$ cat src/rtl/vx_wb_pkg.sv
// rtl/vx_wb_pkg.sv - writeback codes, default lane/warp widths and arbiter state encodings
package vx_wb_pkg;

   localparam logic [1:0] WB_NO  = 2'd0;
   localparam logic [1:0] WB_ALU = 2'd1;
   localparam logic [1:0] WB_MEM = 2'd2;
   localparam logic [1:0] WB_JAL = 2'd3;

   localparam int VX_NT      = 4;
   localparam int VX_NW_BITS = 1;

   typedef enum logic [1:0] {
      ARB_IDLE      = 2'd0,
      ARB_MEM_PRI   = 2'd1,
      ARB_EXE_FORCE = 2'd2
   } arb_state_t;

endpackage

$ cat src/rtl/vx_wb_fifo.sv
// rtl/vx_wb_fifo.sv - generic DEPTH x WIDTH synchronous FIFO with full/empty flags
module vx_wb_fifo #(
   parameter int DEPTH = 2,
   parameter int WIDTH = 8
) (
   input  logic             clk,
   input  logic             reset,
   input  logic             i_push,
   input  logic [WIDTH-1:0] i_push_data,
   input  logic             i_pop,
   output logic [WIDTH-1:0] o_pop_data,
   output logic             o_full,
   output logic             o_empty
);

   localparam int AW = (DEPTH > 1) ? $clog2(DEPTH) : 1;
   localparam int CW = $clog2(DEPTH + 1);

   logic [WIDTH-1:0] r_mem [DEPTH];
   logic [AW-1:0]    r_wr_ptr;
   logic [AW-1:0]    r_rd_ptr;
   logic [CW-1:0]    r_count;
   logic             w_push;
   logic             w_pop;

   // Flags come from registered occupancy only, so a pop never frees a slot in its own cycle
   assign o_full     = (r_count == CW'(DEPTH));
   assign o_empty    = (r_count == '0);
   assign w_push     = i_push && !o_full;
   assign w_pop      = i_pop && !o_empty;
   assign o_pop_data = r_mem[r_rd_ptr];

   always_ff @(posedge clk) begin
      if (reset) begin
         r_wr_ptr <= '0;
         r_rd_ptr <= '0;
         r_count  <= '0;
      end else begin
         if (w_push) r_wr_ptr <= r_wr_ptr + 1'b1;
         if (w_pop)  r_rd_ptr <= r_rd_ptr + 1'b1;
         case ({w_push, w_pop})
            2'b10:   r_count <= r_count + 1'b1;
            2'b01:   r_count <= r_count - 1'b1;
            default: r_count <= r_count;
         endcase
      end
   end

   always_ff @(posedge clk) begin
      if (w_push) r_mem[r_wr_ptr] <= i_push_data;
   end

endmodule

$ cat src/rtl/vx_writeback.sv
// rtl/vx_writeback.sv - merges execute/memory results into one registered register-file write
// Optional VX_WB_PERF_EN adds saturating write and execute-stall counters.
module vx_writeback
   import vx_wb_pkg::*;
#(
   parameter int NT             = VX_NT,
   parameter int NW_BITS        = VX_NW_BITS,
   parameter int EXE_FIFO_DEPTH = 2,
   parameter int STARVE_LIMIT   = 4
) (
   input  logic                clk,
   input  logic                reset,
   input  logic                in_exe_valid,
   output logic                in_exe_ready,
   input  logic [1:0]          in_exe_wb,
   input  logic [4:0]          in_exe_rd,
   input  logic [NT*32-1:0]    in_exe_alu_result,
   input  logic [31:0]         in_exe_PC_next,
   input  logic [NT-1:0]       in_exe_thread_valid,
   input  logic [NW_BITS-1:0]  in_exe_warp_num,
   input  logic                in_mem_valid,
   output logic                in_mem_ready,
   input  logic [4:0]          in_mem_rd,
   input  logic [NT*32-1:0]    in_mem_data,
   input  logic [NT-1:0]       in_mem_thread_valid,
   input  logic [NW_BITS-1:0]  in_mem_warp_num,
   output logic [NT*32-1:0]    out_write_data,
   output logic [4:0]          out_rd,
   output logic [1:0]          out_wb,
   output logic [NT-1:0]       out_wb_valid,
   output logic [NW_BITS-1:0]  out_wb_warp_num
`ifdef VX_WB_PERF_EN
   ,
   output logic [31:0]         out_perf_writes,
   output logic [31:0]         out_perf_exe_stall
`endif
);

   localparam int SW = $clog2(STARVE_LIMIT + 1);
   localparam int EW = 2 + 5 + NT*32 + 32 + NT + NW_BITS;

   logic [EW-1:0]      w_fifo_din;
   logic [EW-1:0]      w_fifo_dout;
   logic               w_fifo_full;
   logic               w_fifo_empty;
   logic               w_exe_push;
   logic [1:0]         w_head_wb;
   logic [4:0]         w_head_rd;
   logic [NT*32-1:0]   w_head_alu;
   logic [31:0]        w_head_pc;
   logic [NT-1:0]      w_head_mask;
   logic [NW_BITS-1:0] w_head_warp;
   logic               w_head_writes;

   arb_state_t         r_state;
   arb_state_t         w_state_nxt;
   logic [SW-1:0]      r_starve;
   logic [SW-1:0]      w_starve_nxt;
   logic               w_grant_mem;
   logic               w_grant_exe;

   logic [NT*32-1:0]   r_out_data;
   logic [4:0]         r_out_rd;
   logic [1:0]         r_out_wb;
   logic [NT-1:0]      r_out_valid;
   logic [NW_BITS-1:0] r_out_warp;

   assign in_exe_ready = !reset && !w_fifo_full;
   assign w_exe_push   = in_exe_valid && in_exe_ready;
   assign w_fifo_din   = {in_exe_wb, in_exe_rd, in_exe_alu_result, in_exe_PC_next,
                          in_exe_thread_valid, in_exe_warp_num};
   assign {w_head_wb, w_head_rd, w_head_alu, w_head_pc, w_head_mask, w_head_warp} = w_fifo_dout;

   // A WB_MEM code arriving on the execute path has no data to write, so it becomes a bubble
   assign w_head_writes = ((w_head_wb == WB_ALU) || (w_head_wb == WB_JAL)) && (w_head_rd != 5'd0);

   vx_wb_fifo #(
      .DEPTH (EXE_FIFO_DEPTH),
      .WIDTH (EW)
   ) u_exe_fifo (
      .clk         (clk),
      .reset       (reset),
      .i_push      (w_exe_push),
      .i_push_data (w_fifo_din),
      .i_pop       (w_grant_exe),
      .o_pop_data  (w_fifo_dout),
      .o_full      (w_fifo_full),
      .o_empty     (w_fifo_empty)
   );

   always_ff @(posedge clk) begin
      if (reset) begin
         r_state  <= ARB_IDLE;
         r_starve <= '0;
      end else begin
         r_state  <= w_state_nxt;
         r_starve <= w_starve_nxt;
      end
   end

   always_comb begin
      w_state_nxt  = r_state;
      w_starve_nxt = r_starve;
      w_grant_mem  = 1'b0;
      w_grant_exe  = 1'b0;
      if (!reset) begin
         if (r_state == ARB_EXE_FORCE) begin
            w_grant_exe = !w_fifo_empty;
         end else if (in_mem_valid) begin
            w_grant_mem = 1'b1;
         end else begin
            w_grant_exe = !w_fifo_empty;
         end
      end
      // Starvation is only counted while execute work is actually waiting
      if (w_grant_exe) begin
         w_starve_nxt = '0;
         w_state_nxt  = ARB_MEM_PRI;
      end else if (w_grant_mem) begin
         if (!w_fifo_empty) w_starve_nxt = r_starve + 1'b1;
         w_state_nxt = (w_starve_nxt == SW'(STARVE_LIMIT)) ? ARB_EXE_FORCE : ARB_MEM_PRI;
      end else begin
         w_state_nxt = ARB_IDLE;
      end
   end

   assign in_mem_ready = w_grant_mem;

   always_ff @(posedge clk) begin
      if (reset) begin
         r_out_data  <= '0;
         r_out_rd    <= '0;
         r_out_wb    <= WB_NO;
         r_out_valid <= '0;
         r_out_warp  <= '0;
      end else begin
         r_out_wb    <= WB_NO;
         r_out_valid <= '0;
         if (w_grant_mem) begin
            r_out_data <= in_mem_data;
            r_out_rd   <= in_mem_rd;
            r_out_warp <= in_mem_warp_num;
            if (in_mem_rd != 5'd0) begin
               r_out_wb    <= WB_MEM;
               r_out_valid <= in_mem_thread_valid;
            end
         end else if (w_grant_exe) begin
            r_out_data <= (w_head_wb == WB_JAL) ? {NT{w_head_pc}} : w_head_alu;
            r_out_rd   <= w_head_rd;
            r_out_warp <= w_head_warp;
            if (w_head_writes) begin
               r_out_wb    <= w_head_wb;
               r_out_valid <= w_head_mask;
            end
         end
      end
   end

   assign out_write_data  = r_out_data;
   assign out_rd          = r_out_rd;
   assign out_wb          = r_out_wb;
   assign out_wb_valid    = r_out_valid;
   assign out_wb_warp_num = r_out_warp;

`ifdef VX_WB_PERF_EN
   logic [31:0] r_perf_writes;
   logic [31:0] r_perf_exe_stall;

   always_ff @(posedge clk) begin
      if (reset) begin
         r_perf_writes    <= '0;
         r_perf_exe_stall <= '0;
      end else begin
         if ((r_out_wb != WB_NO) && (r_perf_writes != '1))
            r_perf_writes <= r_perf_writes + 32'd1;
         if (in_exe_valid && !in_exe_ready && (r_perf_exe_stall != '1))
            r_perf_exe_stall <= r_perf_exe_stall + 32'd1;
      end
   end

   assign out_perf_writes    = r_perf_writes;
   assign out_perf_exe_stall = r_perf_exe_stall;
`endif

endmodule

$ cat config.mk
export PLATFORM = sky130hd
export DESIGN_NAME = vx_writeback
export DESIGN_NICKNAME = d
export VERILOG_FILES = /design/src/rtl/vx_wb_pkg.sv /design/src/rtl/vx_wb_fifo.sv /design/src/rtl/vx_writeback.sv
export SDC_FILE = /design/constraint.sdc
export NUM_CORES = 1
export LEC_CHECK = 0
export CORE_AREA = 2 2 197 199
export DETAILED_ROUTE_END_ITERATION = 10
export DIE_AREA = 0 0 199 201
export PLACE_DENSITY = 0.94
export SETUP_SLACK_MARGIN = 0.02
export SYNTH_ARGS = -nofsm -noshare
export SYNTH_HDL_FRONTEND = slang
export SYNTH_HIERARCHICAL = 1
export SYNTH_SLANG_ARGS = --single-unit
$ cat constraint.sdc
create_clock -name clk -period 13.5 [get_ports clk]
set_input_delay 4.05 -clock clk [delete_from_list [all_inputs] [get_ports clk]]
set_output_delay 4.05 -clock clk [all_outputs]
set_load 0.02 [all_outputs]
==> run metrics <==
status complete, no violations; Final Slew Violations 0; post-CTS setup buffers 0; Syn Inst Count roughly 1,500; vias in the first global route 15,095; Port Buffers 455; P_leak between 9 and 10 nW; Seq cells post-synth between 400 and 500; CTS hold repair buffers 0; gr ovfl total 0; Mapped Area 0.0202 mm^2; dominant cells by area after synthesis edfxtp_1, dfxtp_1, mux2_2; H-tree depth 2; Met1 Wirelength approximately 20,000 um; initial antenna violation count 6; global-route usage over all layers ~28%; num rows slightly above 70; CP Capture Type output port; most used flip-flop cell after synthesis edfxtp_1; post-route ant nets 0; sequential area share after synthesis 66.0%; Psw approximately 890 uW; pwr dens approximately 140 mW/mm^2; CTS tree built; sw frac between 20% and 30%; Initial Util 53.0%; via density per instance slightly below 6; max capacitance violation total 0; skew final 0.0173 ns; # clock sinks 494; CTS resizes 0; highest routed layer met5; Final TNS setup 0 ns; measured slew at the worst slew-check pin about 1.2 ns; wire length on met2 28,900 um; Combinational Power Share between 10% and 20%; routed vias around 15,000; largest fanout on the critical path between 50 and 60; Yosys cell types 39; EDFF count, synth 344; Flop pwr share 47.2%; number of top-level pins around 460; Clk pwr share 38.4%; DIE AREA about 0.04 mm^2; CP delay by family, top buffers and inverters; CP dominant cell by count clkdlybuf4s50_1; setup violators final 0; post-detailed-routing wire length around 57,000 um; CP max stage delay between 0.6 and 0.7 ns; 1st-iter DRT viols 1,281; Detail Route met3 WL around 5000 um; kind of critical path input port to output port; syn_nets ~1,800; CORE AREA between 0.03 and 0.04 mm^2; GPL Wtd Cong about 0.85; share of cells above drive strength 1 between 10% and 20%; Async SR Flop Fraction 0%; fmax roughly 100 MHz; Startpoint Class input port; synthesis-to-layout area growth 32.2%; Arrival @ worst endpoint a little under 6 ns; Crit-path slowest cell clkdlybuf4s50_1; post-route clock period utilization 73.9%; drt wl/cell 23.0 um; Synth Area per Inst ~13 um^2; clock buffer depth 3; critical path data required time between 9 and 10 ns; largest area contributor in the netlist edfxtp_1; synth warn 6; first-pass GRT wire length around 86,000 um; Hold/Removal Path Class flip-flop to flip-flop; Final #Nets about 2,300; drt drc 0; Die Wd between 150 and 200 um; Total Power approximately 3.7 mW; drt pass-1 iters 5; Max VDD drop ~110 uV; largest net degree at the start of global routing between 100 and 150; clock-pin slew on the worst setup and hold paths 0.06 ns; Num CTS Buffers 50; Slew HR between 20% and 30%; Int Pwr between 2 and 3 mW; top cell type's share of synthesized area 51.1%; dpl hpwl between 30,000 and 40,000 um; Die Ht ~200 um; Root Buffer clkbuf_16; crit-path cells clkdlybuf4s50_1 -> o21ai_4 -> buf_4 -> nor2_1 -> clkdlybuf4s50_1; Worst-Skew Late Latency roughly 0.58 ns; Final Hold Fails 0; CP bufs+invs 3; RSZ-0062 raised after global routing false; min Tclk post-route roughly 10 ns
==> path summary, 6_finish.rpt <==
kind	startpoint	end	slack (ns)	depth (start not counted)
setup / recovery	in_mem_valid	in_mem_ready	3.53	5
hold / removal	r_starve[1]	r_starve[1]	0.49	2
setup reg to reg	flip-flop	out_write_data[67]	8.87	7
hold reg to reg	r_starve[1]	r_starve[1]	0.49	2
==> synth_stat cells, types with 2 or more instances <==
| master | number |
|---|---|
| mux2_2 | 172 |
| nor3_1 | 3 |
| a22o_1 | 4 |
| or3_1 | 3 |
| nand2_1 | 133 |
| o21a_1 | 2 |
| buf_2 | 52 |
| buf_1 | 2 |
| a211o_1 | 128 |
| xnor2_1 | 2 |
| ha_1 | 2 |
| nand2b_1 | 129 |
| nor2_1 | 15 |
| inv_1 | 4 |
| mux2i_1 | 6 |
| and3_1 | 33 |
| clkbuf_1 | 51 |
| a211oi_1 | 6 |
| or4_1 | 3 |
| dfxtp_1 | 150 |
| a21oi_1 | 133 |
| nand3b_1 | 2 |
| nand3_1 | 128 |
| o21ai_0 | 3 |
| buf_4 | 9 |
| edfxtp_1 | 344 |
==> cell families after synthesis <==
kind of cell / Yosys count / synth area share, %
DFF: 494 / 66.0
and+or+nand+nor: 454 / 11.5
AOI/OAI and AO/OA: 281 / 9.58
muxes: 178 / 9.88
buffers and inverters: 120 / 2.76
xor gates and xnor gates: 3 / 0.130
adders and majority gates: 2 / 0.124
==> power groups by stage <==
| stage | Combinational, mW | Clock, mW | Sequential, mW |
|---|---|---|---|
| 2_1_floorplan | 0.235 | 0 | 1.81 |
| 3_3_place_gp | 0.500 | 0 | 1.76 |
| 3_5_place_dp | 0.518 | 0 | 1.76 |
| 4_1_cts | 0.530 | 1.42 | 1.73 |
| 5_1_grt | 0.564 | 1.49 | 1.74 |
| 6_report | 0.531 | 1.41 | 1.74 |
==> per-stage QoR <==
| step | area (um^2) | util (%) | hold WS [ns] | worst slack [ns] | cells |
|---|---|---|---|---|---|
| after global routing | 26700 | 70.1 | 0.522 | 3.47 | 2500 |
| final | 26700 | 70.1 | 0.489 | 3.53 | 2502 |
| after detailed placement | 25000 | 65.6 | 0.484 | 3.54 | 2403 |
| after CTS | 26700 | 70.1 | 0.492 | 3.53 | 2497 |
| after global placement | 25000 | 65.6 | 0.456 | 3.58 | 2403 |
| after floorplan | 20200 | - | 0.449 | 4.20 | 1532 |
==> worst min-delay path: cells and delay by family (launching register included) <==
family	cells	cell delay, ns
simple gates	1	0.07
compound gates	1	0.05
flops	1	0.33
==> registers in the layout, summed over array words and instances, names as in the netlist, named ones only <==
| register | flops |
|---|---|
| out_rd | 5 |
| out_wb | 2 |
| out_wb_valid | 4 |
| out_wb_warp_num | 1 |
| out_write_data | 128 |
| r_starve | 3 |
| r_state | 2 |
| u_exe_fifo/r_count | 2 |
| u_exe_fifo/r_mem | 344 |
| u_exe_fifo/r_rd_ptr | 1 |
| u_exe_fifo/r_wr_ptr | 1 |
==> placed cells by master, fill, tap and decap left out, types with 11 or more instances in the layout <==
cell type / n
a211o_1: 128
a21oi_1: 133
and3_1: 32
buf_4: 14
clkbuf_1: 14
clkbuf_16: 53
clkbuf_8: 11
clkdlybuf4s50_1: 454
dfxtp_1: 149
edfxtp_1: 344
mux2_2: 172
nand2_1: 132
nand2b_1: 129
nand3_1: 128
nor2_1: 14
==> cell type report <==
type	count	area, um^2
tap	518	648
sequential	494	13300
multi-input combinational	918	6350
antenna	5	12.5
clock buffer	78	1530
inverter	5	23.8
timing repair buffer	468	4650
clock inverter	16	161
fill	2335	11400
==> layer usage <==
layer / global-route usage (%) / up-vias
met5: 0 / -
met4: 15.4 / 4
met3: 6.52 / 198
met2: 48.0 / 819
met1: 32.6 / 7183
li1: - / 6496
(Power assumes the default switching activity.)
